--- src/rtl/zrb_uart_rx_os.sv ---
// zrb_uart_rx_os: oversampled 8N1 UART receiver with framing-error detection and break handling
module zrb_uart_rx_os #(
  parameter int OVERSAMPLE = 8
) (
  input  logic       clk,
  input  logic       reset,
  input  logic       tick,
  input  logic       rx,
  output logic [7:0] data_out,
  output logic       ready,
  output logic       frame_err,
  output logic       busy
);
  localparam int CW = $clog2(OVERSAMPLE);
  typedef enum logic [2:0] {IDLE, START, DATA, STOP, WAIT_HIGH} state_t;
  state_t          state_q;
  logic [CW-1:0]   cnt_q;
  logic [2:0]      idx_q;
  logic [7:0]      sh_q;
  logic [7:0]      data_q;
  logic            ready_q;
  logic            ferr_q;
  logic            meta_q;
  logic            rx_s_q;
  logic            half;
  logic            full;
  assign half      = cnt_q == CW'(OVERSAMPLE / 2 - 1);
  assign full      = cnt_q == CW'(OVERSAMPLE - 1);
  assign data_out  = data_q;
  assign ready     = ready_q;
  assign frame_err = ferr_q;
  assign busy      = state_q != IDLE;
  always_ff @(posedge clk) begin
    if (reset) begin
      state_q <= IDLE;
      cnt_q   <= '0;
      idx_q   <= '0;
      sh_q    <= '0;
      data_q  <= '0;
      ready_q <= 1'b0;
      ferr_q  <= 1'b0;
      meta_q  <= 1'b1;
      rx_s_q  <= 1'b1;
    end else begin
      meta_q  <= rx;
      rx_s_q  <= meta_q;
      ready_q <= 1'b0;
      ferr_q  <= 1'b0;
      if (tick) begin
        case (state_q)
          IDLE: if (!rx_s_q) begin
            state_q <= START;
            cnt_q   <= '0;
          end
          // validate the start bit at its midpoint to reject short glitches
          START: if (half) begin
            state_q <= rx_s_q ? IDLE : DATA;
            cnt_q   <= '0;
            idx_q   <= '0;
          end else cnt_q <= cnt_q + 1'b1;
          DATA: begin
            cnt_q <= cnt_q + 1'b1;
            if (full) begin
              sh_q[idx_q] <= rx_s_q;
              idx_q       <= idx_q + 1'b1;
              if (idx_q == 3'd7) state_q <= STOP;
            end
          end
          STOP: begin
            cnt_q <= cnt_q + 1'b1;
            if (full) begin
              state_q <= rx_s_q ? IDLE : WAIT_HIGH;
              ready_q <= rx_s_q;
              ferr_q  <= !rx_s_q;
              if (rx_s_q) data_q <= sh_q;
            end
          end
          WAIT_HIGH: if (rx_s_q) state_q <= IDLE;
          default: state_q <= IDLE;
        endcase
      end
    end
  end
endmodule

--- config.mk ---
export PLATFORM = sky130hd
export DESIGN_NAME = zrb_uart_rx_os
export DESIGN_NICKNAME = d
export VERILOG_FILES = /design/src/rtl/zrb_uart_rx_os.sv
export SDC_FILE = /design/constraint.sdc
export NUM_CORES = 1
export LEC_CHECK = 0
export ABC_CLOCK_PERIOD_IN_PS = 1900
export BUFFER_PORTS_ARGS = -buffer_cell sky130_fd_sc_hd__buf_4
export CORE_MARGIN = 2
export CORE_UTILIZATION = 40
export CTS_CLUSTER_DIAMETER = 150
export DETAILED_ROUTE_END_ITERATION = 10
export PLACE_DENSITY = 0.7
export SLEW_MARGIN = 20
export SYNTH_ARGS = -nofsm -noshare
export SYNTH_HDL_FRONTEND = slang
export SYNTH_SLANG_ARGS = --single-unit
--- constraint.sdc ---
create_clock -name clk -period 1.9 [get_ports clk]
set_input_delay 0.19 -clock clk [delete_from_list [all_inputs] [get_ports clk]]
set_output_delay 0.19 -clock clk [all_outputs]
set_load 0.1 [all_outputs]
; Word-level counts from Yosys, hierarchy flattened
; Index checks and enable logic that the tools add are counted.
[word_totals]
ff_bits = 29
input_bits = 4
word_cells = 60
[classes]
add_sub_neg = 2
n_lt_le_gt_ge = 2
eq_ne = 13
n_mux = 18
n_bitwise = 3
n_reduce_logical = 13
[ops]
columns = op, n
row1 = $mux W3, 11
row2 = $pmux W3 S5, 1
row3 = $ne A2 B2 Y1 const B, 6
row4 = $eq A3 B2 Y1 const B, 3
row5 = $eq A3 B3 Y1 const B, 3
row6 = $pmux W3 S3, 1
row7 = $bwmux W8, 1
row8 = $reduce_and A4 Y1, 2
row9 = $reduce_and A7 Y1, 1
row10 = $add A3 B1 Y3 const B, 2
row11 = $pmux W3 S2, 1
row12 = $reduce_and A3 Y1, 2
row13 = $reduce_bool A3 Y1, 2
row14 = $lt A3 B4 Y1 const B, 1
row15 = $reduce_or A4 Y1, 1
row16 = $demux W1 S3, 1
row17 = $eq A3 B1 Y1 const B, 1
row18 = $ge A3 B1 Y1 const B, 1
row19 = $logic_not A3 Y1, 1
row20 = $not A1 Y1, 3
row21 = $mux W2, 1
row22 = $reduce_bool A2 Y1, 1
row23 = $reduce_or A2 Y1, 1
row24 = $logic_and A1 B1 Y1, 1
row25 = 2 further kinds, 2

; Longest topological paths before layout
; Gate-level depths: netlist of run 1.
[logic_depth]
ltp_word = 5
ltp_mapped = 7
mapped_depth_nobuf = 7

; Least setup slack after synthesis of run 1
; Ideal clock, no wire load.
[synth_path]
path_type = reg-to-reg
start = register cnt_q[0]
end = register state_q[0]
setup_ns = 0.121
t_arrival_ns = 1.618
setup_slack_ns = 0.161
stages_incl_launch_ff = 7
synth_period_minus_slack_ns = 1.739
cell_sequence = dfxtp_1 ha_1 ha_1 or2b_1 o311ai_1 nor3b_1 mux2_4
[synth_between]
elab_chain_cells = 3
elab_cells_between_ends = 6
[synth_lines]
columns = item, line
row1 = from (decl), 17  ; logic [CW-1:0] cnt_q;
row2 = from (signal assigned), 60  ; end else cnt_q <= cnt_q + 1'b1;
row3 = from (signal assigned), 62  ; cnt_q <= cnt_q + 1'b1;
row4 = from (signal assigned), 70  ; cnt_q <= cnt_q + 1'b1;
row5 = $eq A3 B3 Y1 or $eq A3 B2 Y1 (tied branches), "28, 27"
row6 = $ne A2 B2 Y1 (no source line), n/a
row7 = $reduce_and A7 Y1 (no source line) (*), n/a
row8 = to (signal assigned), 57  ; state_q <= rx_s_q ? IDLE : DATA;
row9 = to (signal assigned), 72  ; state_q <= rx_s_q ? IDLE : WAIT_HIGH;
row10 = to (decl), 16  ; state_t state_q;
; Every way passes the cells marked *; elsewhere a longest branch is shown, timed or not.
; A chain may end at the register's enable or synchronous reset.

; Worst setup path in the final report of run 1
; Same ends and word-level chain as after synthesis.

==> impl_metrics.env, run 1 <==
export IMPL_clock_tree_root_cell="sky130_fd_sc_hd__clkbuf_4"
export IMPL_finalWeightedCongestion=0.7954
export IMPL_antenna_violating_nets_post_route=0
export IMPL_first_iter_violations=19
export IMPL_via_count=1060
export IMPL_max_slew_worst_pin_slew_ns=0.4556
export IMPL_critical_path_top_delay_family="adder cells"
export IMPL_grt_total_usage=0.1429
export IMPL_syn_avg_cell_area_um2=9.656
export IMPL_final_critical_path_setup_slack_ns=0.09218
export IMPL_timing_hold_worst_path_depth=2
export IMPL_fin_worst_skew_ns=0.01146
export IMPL_crit_chain="ha_1 > ha_1 > or2b_1 > o311ai_2 > nor3b_1 > mux2_4"
export IMPL_timing_critical_path_depth=6
export IMPL_pin_count_of_the_biggest_net_entering_global_routing=30
export IMPL_detailed_place_hpwl_mm=1.737
export IMPL_detail_route_first_pass_iterations=3
export IMPL_p_int_mw=0.8094
export IMPL_cts_tree="built"
export IMPL_final_max_slew_viol_count=0
export IMPL_ys_warnings_count=0
export IMPL_first_global_vias=957
export IMPL_worst_ep_required_time_ns=2.12
export IMPL_period_needed_ns=1.808
export IMPL_post_synth_main_area_contributors="sky130_fd_sc_hd__dfxtp_1 (41%), sky130_fd_sc_hd__mux2i_1 (12%), sky130_fd_sc_hd__nor2_1 (5.6%), sky130_fd_sc_hd__ha_1 (5.4%), sky130_fd_sc_hd__nand4b_1 (2.5%)"
export IMPL_dieArea_mm2=0.003989
export IMPL_grt_pass1_wl_mm=4.298
export IMPL_synth_seq_cells=29
export IMPL_routed_wire_length_per_instance_um=12.48
export IMPL_synth_edff_count=0
export IMPL_design_portCount=15
export IMPL_clk_pin_slew_ns=0.09
export IMPL_ctsHtreeMaxLevel=2
export IMPL_fraction_of_layout_instances_using_a_drive_strength_above_1=0.2222
export IMPL_post_cts_setup_buffers=0
export IMPL_ff2ff_path_depth=6
export IMPL_synth_distinct_cells=37
export IMPL_cp_data_arrival_time_ns=2.03
export IMPL_critical_path_class="reg2reg"
export IMPL_cp_slowest_cell="sky130_fd_sc_hd__dfxtp_1"
export IMPL_timing_critical_path_mode_cell="sky130_fd_sc_hd__ha_1"
export IMPL_cellPowerDensity_mw_per_mm2=648.0
export IMPL_async_flop_share=0
export IMPL_finalSetupTns_ns=0
export IMPL_crit_path_start_kind="flop"
export IMPL_fmax_mhz=553.2
export IMPL_run_status="finished clean"
export IMPL_hold_violations=0
export IMPL_detail_route_vias_per_cell=5.096
export IMPL_combinationalPowerShare=0.061
export IMPL_sw_frac_of_total=0.2315
export IMPL_max_slew_margin=0.6959
export IMPL_nets=172
export IMPL_layout_area_overhead_vs_synth_pct=16.09
export IMPL_pwr_share_seq=0.586
export IMPL_switching_power_mw=0.2438
export IMPL_detailedPlace_worstSlack_ns=0.06341
export IMPL_cp_slowest_stage_delay_ns=0.33
export IMPL_critical_path_buf_inv_count=0
export IMPL_routed_wirelength_mm=2.595
export IMPL_die_h_um=63.16
export IMPL_numPortBuffers=14
export IMPL_syn_nets=155
export IMPL_irDropWorstVdd_mv=0.3679
export IMPL_initial_utilization=0.4196
export IMPL_inserted_clock_buffers=5
export IMPL_gr_total_overflow=0
export IMPL_p_leak_nw=0.6810
export IMPL_final_period_utilization=0.9515
export IMPL_clockPowerShare=0.353
export IMPL_maxCapViolations=0
export IMPL_cts_sinks=29
export IMPL_post_route_drc_count=0
export IMPL_end_kind="flop"
export IMPL_clk_path_buf_depth=2
export IMPL_antenna_cells_inserted=0
export IMPL_coreArea_mm2=0.003337
export IMPL_cts_hold_buffers_added=0
export IMPL_die_width_um=63.16
export IMPL_rows=21
export IMPL_yosysTopAreaCell="sky130_fd_sc_hd__dfxtp_1"
export IMPL_initial_antenna_violation_count=0
export IMPL_post_cts_resized_instances=0
export IMPL_timing_final_setup_violations=0
export IMPL_clk_latency_ns=0.32
export IMPL_crit_path_max_fanout=3
export IMPL_sequential_area_share_after_synthesis=0.4147
export IMPL_worstHoldPathType="in2reg"
export IMPL_netlist_area_mm2=0.001400
export IMPL_portion_of_synthesized_cell_area_occupied_by_the_leading_cell_type=0.4147
export IMPL_grt_setup_unrepaired="false"
export IMPL_synthFlopType="sky130_fd_sc_hd__dfxtp_1"
export IMPL_postSynthCellCount=145
## stage by stage
step,util,hold WS [ns],instance area (um2),std cells,total power [mW]
floorplan,-,0.2844,1400,145,0.6791
global placement,0.4676,0.3794,1560,201,0.6922
detailed placement,0.4676,0.3798,1560,201,0.6936
CTS,0.4841,0.04324,1615,208,1.066
global route,0.4871,0.03161,1625,208,1.105
finish,0.4871,0.05247,1625,208,1.053
## layout by cell type (no fill, tap or decap), types with 4 or more instances in the layout
cell	instances
sky130_fd_sc_hd__ha_1	5
sky130_fd_sc_hd__nand3b_1	4
sky130_fd_sc_hd__nor2b_1	5
sky130_fd_sc_hd__nand4_1	4
sky130_fd_sc_hd__nand4b_1	4
sky130_fd_sc_hd__nor2_1	21
sky130_fd_sc_hd__nand2b_1	5
sky130_fd_sc_hd__inv_1	4
sky130_fd_sc_hd__clkbuf_4	5
sky130_fd_sc_hd__a21oi_1	6
sky130_fd_sc_hd__mux2i_1	17
sky130_fd_sc_hd__buf_4	19
sky130_fd_sc_hd__dfxtp_1	29
## cell type report
cell class	instances	area [um2]
fill	337	1712
inverter	5	21.27
tap	46	57.56
multi-input combinational	101	748.2
clock buffer	7	55.05
sequential	29	580.6
timing repair buffer	20	162.7
## final timing paths
path             from         end  slack (ns)
max          cnt_q[0]  state_q[0]        0.09
min                rx      meta_q        0.05
min reg2reg    meta_q      rx_s_q        0.41
max reg2reg  cnt_q[0]  state_q[0]        0.09
## kinds of logic after synthesis
kind of cell / count (synthesis) / share of synthesized area
AOI/OAI and AO/OA: 14 / 0.06435
DFF: 29 / 0.4147
adders and majority gates: 6 / 0.05362
muxes: 18 / 0.1323
and+or+nand+nor: 63 / 0.2770
buffers and inverters: 15 / 0.05808
## synthesized netlist by cell type, types with 2 or more instances
cell type,n
sky130_fd_sc_hd__and4_1,2
sky130_fd_sc_hd__nor2_1,21
sky130_fd_sc_hd__a211oi_1,2
sky130_fd_sc_hd__nand2_1,2
sky130_fd_sc_hd__nand3b_1,4
sky130_fd_sc_hd__o21ai_0,2
sky130_fd_sc_hd__buf_2,6
sky130_fd_sc_hd__or2_2,2
sky130_fd_sc_hd__inv_1,4
sky130_fd_sc_hd__nor3b_1,2
sky130_fd_sc_hd__mux2i_1,17
sky130_fd_sc_hd__and2_1,2
sky130_fd_sc_hd__nand4b_1,4
sky130_fd_sc_hd__buf_4,2
sky130_fd_sc_hd__nand2b_1,5
sky130_fd_sc_hd__a21oi_1,6
sky130_fd_sc_hd__dfxtp_1,29
sky130_fd_sc_hd__nand3_1,2
sky130_fd_sc_hd__ha_1,6
sky130_fd_sc_hd__nor2b_1,5
sky130_fd_sc_hd__nand4_1,4
## routing by layer
layer / GRT usage / vias to the layer above / part of all wire
li1: - / 539 / -
met1: 0.1641 / 502 / 0.48
met2: 0.2181 / 14 / 0.46
met3: 0.05893 / 5 / 0.030
met4: 0.09167 / 0 / 0.024
met5: 0 / - / 0
## sequential cells by signal (all words and copies together), names as in the netlist
| register | cells |
|---|---|
| idx_q | 3 |
| meta_q | 1 |
| data_out | 8 |
| frame_err | 1 |
| state_q | 3 |
| rx_s_q | 1 |
| cnt_q | 3 |
| ready | 1 |
| sh_q | 8 |
## power by group through the flow
stage / sequential [mW] / clock, mW / combinational (mW)
2_1_floorplan: 0.629 / 0 / 0.0504
5_1_grt: 0.618 / 0.419 / 0.0684
4_1_cts: 0.617 / 0.386 / 0.0629
3_5_place_dp: 0.631 / 0 / 0.0626
3_3_place_gp: 0.631 / 0 / 0.0614
6_report: 0.617 / 0.372 / 0.0645
Note: power is estimated with default switching activity, not from simulation.
==> inputs of run 2 (changes only) <==
--- a/config.mk
+++ b/config.mk
@@ -5,13 +5,13 @@
 export SDC_FILE = /design/constraint.sdc
 export NUM_CORES = 1
 export LEC_CHECK = 0
-export ABC_CLOCK_PERIOD_IN_PS = 1900
+export ABC_CLOCK_PERIOD_IN_PS = 1800
 export BUFFER_PORTS_ARGS = -buffer_cell sky130_fd_sc_hd__buf_4
 export CORE_MARGIN = 2
 export CORE_UTILIZATION = 40
 export CTS_CLUSTER_DIAMETER = 150
 export DETAILED_ROUTE_END_ITERATION = 10
-export PLACE_DENSITY = 0.7
+export PLACE_DENSITY = 0.68
 export SLEW_MARGIN = 20
 export SYNTH_ARGS = -nofsm -noshare
 export SYNTH_HDL_FRONTEND = slang
==> constraint.sdc (replaced) <==
create_clock -name clk -period 1.8 [get_ports clk]
set_input_delay 0.18 -clock clk [delete_from_list [all_inputs] [get_ports clk]]
set_output_delay 0.18 -clock clk [all_outputs]
set_load 0.1 [all_outputs]
==> run 2 against run 1 <==
Effect of this change: utilization up 1.8 points; clock-buffer cell count unchanged; routed wire length is 3.4% lower; setup slack got worse by 0.067 ns; critical path depth stayed put; largest power group unchanged.
==> impl_metrics.env, run 2 (synthesis results as in run 1) <==
export IMPL_cp_data_arrival_time_ns=1.99
export IMPL_final_period_utilization=0.9861
export IMPL_postLayoutCellArea_mm2=0.001687
export IMPL_routed_wire_length_per_instance_um=11.88
export IMPL_dr_max_layer_used="met4"
export IMPL_die_h_um=63.16
export IMPL_nets=174
export IMPL_p_int_mw=1.004
export IMPL_pin_count_of_the_biggest_net_entering_global_routing=30
export IMPL_first_iter_violations=20
export IMPL_design_portCount=15
export IMPL_critical_path_class="reg2reg"
export IMPL_first_global_vias=959
export IMPL_detail_route_vias_per_cell=5.100
export IMPL_coreArea_mm2=0.003337
export IMPL_ctsHtreeMaxLevel=2
export IMPL_fin_total_pwr_mw=1.280
export IMPL_layout_area_overhead_vs_synth_pct=20.46
export IMPL_route_met2_wl_mm=1.208
export IMPL_combinationalPowerShare=0.056
export IMPL_max_slew_margin=0.7416
export IMPL_sw_frac_of_total=0.2158
export IMPL_wl_met1_mm=1.130
export IMPL_via_count=1076
export IMPL_cts_tree="built"
export IMPL_cellPowerDensity_mw_per_mm2=758.9
export IMPL_antenna_cells_inserted=0
export IMPL_max_slew_worst_pin_slew_ns=0.3871
export IMPL_grt_pass1_wl_mm=4.326
export IMPL_die_width_um=63.16
export IMPL_cts_sinks=29
export IMPL_end_kind="flop"
export IMPL_crit_path_max_fanout=3
export IMPL_fmax_mhz=563.4
export IMPL_clockPowerShare=0.435
export IMPL_fin_worst_skew_ns=0.005017
export IMPL_layout_commonest_cell="sky130_fd_sc_hd__dfxtp_1"
export IMPL_rows=21
export IMPL_initial_utilization=0.4196
export IMPL_final_max_slew_viol_count=0
export IMPL_grt_total_usage=0.1394
export IMPL_timing_final_setup_violations=0
export IMPL_period_needed_ns=1.775
export IMPL_instances_no_fill=211
export IMPL_clock_tree_root_cell="sky130_fd_sc_hd__clkbuf_4"
export IMPL_fillers=322
export IMPL_multiInputGateArea_um2=764.5
export IMPL_irDropWorstVdd_mv=0.3738
export IMPL_numPortBuffers=14
export IMPL_run_status="finished clean"
export IMPL_final_seq_area_um2=580.6
export IMPL_cts_hold_buffers_added=0
export IMPL_worstHoldPathType="in2reg"
export IMPL_detailed_place_hpwl_mm=1.734
export IMPL_detailroute_wirelength_met3_um=113
export IMPL_pwr_share_seq=0.509
export IMPL_switching_power_mw=0.2762
export IMPL_inserted_clock_buffers=5
export IMPL_gr_total_overflow=0
export IMPL_most_common_layout_cells="sky130_fd_sc_hd__dfxtp_1 (29), sky130_fd_sc_hd__nor2_1 (21), sky130_fd_sc_hd__buf_4 (21), sky130_fd_sc_hd__mux2i_1 (17), sky130_fd_sc_hd__a21oi_1 (6)"
export IMPL_routed_wirelength_mm=2.506
export IMPL_place_detailed_instances=203
export IMPL_fin_util=0.5054
export IMPL_dpl_instance_area_mm2=0.001575
export IMPL_post_cts_setup_buffers=0
export IMPL_dieArea_mm2=0.003989
export IMPL_initial_antenna_violation_count=0
export IMPL_finalWeightedCongestion=0.8236
export IMPL_grt_setup_unrepaired="true"
export IMPL_clk_pin_slew_ns=0.09
export IMPL_worst_ep_required_time_ns=2.02
export IMPL_antenna_violating_nets_post_route=0
export IMPL_hold_violations=0
export IMPL_detail_route_first_pass_iterations=4
export IMPL_fraction_of_layout_instances_using_a_drive_strength_above_1=0.2485
export IMPL_clk_path_buf_depth=2
export IMPL_clk_latency_ns=0.33
export IMPL_post_route_drc_count=0
export IMPL_maxCapViolations=0
export IMPL_crit_path_start_kind="flop"
export IMPL_p_leak_nw=0.7108
[run 2: power by group through the flow]
stage	Clock [mW]	Sequential [mW]	Combinational [mW]
finish	0.557	0.651	0.0714
global route	0.613	0.652	0.0761
CTS	0.568	0.651	0.0674
detailed placement	0	0.666	0.0663
global placement	0	0.666	0.0650
floorplan	0	0.664	0.0532
[run 2: area by class of cell]
class,count,share of cell area
well taps,46,0.03412
flip-flops and latches,29,0.3442
clock buffers,7,0.03264
repair buffers,22,0.1053
multi-input cells,101,0.4533
clock inverters,1,0.01780
inverters,5,0.01261
[run 2: metrics by stage]
step | hold slack [ns] | setup WS (ns) | TNS [ns]
finish | 0.03464 | 0.02506 | 0
global route | 0.02104 | -0.04293 | -0.04293
CTS | 0.02597 | 0.01875 | 0
detailed placement | 0.3717 | -0.02115 | -0.02115
global placement | 0.3700 | 0.03632 | 0
floorplan | 0.2744 | 0.06077 | 0
[run 2: worst paths after layout]
kind	from	end	slack [ns]	cells past startpoint
setup / recovery	cnt_q[0]	state_q[0]	0.03	6
hold / removal	rx	meta_q	0.03	2
setup reg to reg	cnt_q[0]	state_q[0]	0.03	6
hold reg to reg	meta_q	rx_s_q	0.41	1
[run 2: layer usage]
metal / vias up / GRT usage
met5: - / 0
met4: 0 / 0.06944
met3: 6 / 0.05536
li1: 543 / -
met1: 507 / 0.1618
met2: 20 / 0.2221
[run 2: critical path, cell delays in order (launching register included)]
cell and delay, ns:
sky130_fd_sc_hd__dfxtp_1 0.34, sky130_fd_sc_hd__ha_1 0.23, sky130_fd_sc_hd__ha_1 0.20, sky130_fd_sc_hd__or2b_1 0.27
sky130_fd_sc_hd__o311ai_4 0.25, sky130_fd_sc_hd__nor3b_2 0.09, sky130_fd_sc_hd__mux2_4 0.30
[run 2: repair_timing]
item                       CTS  global route
gates cloned                 0             0
resized for setup            2             3
setup endpoints to repair    1             7
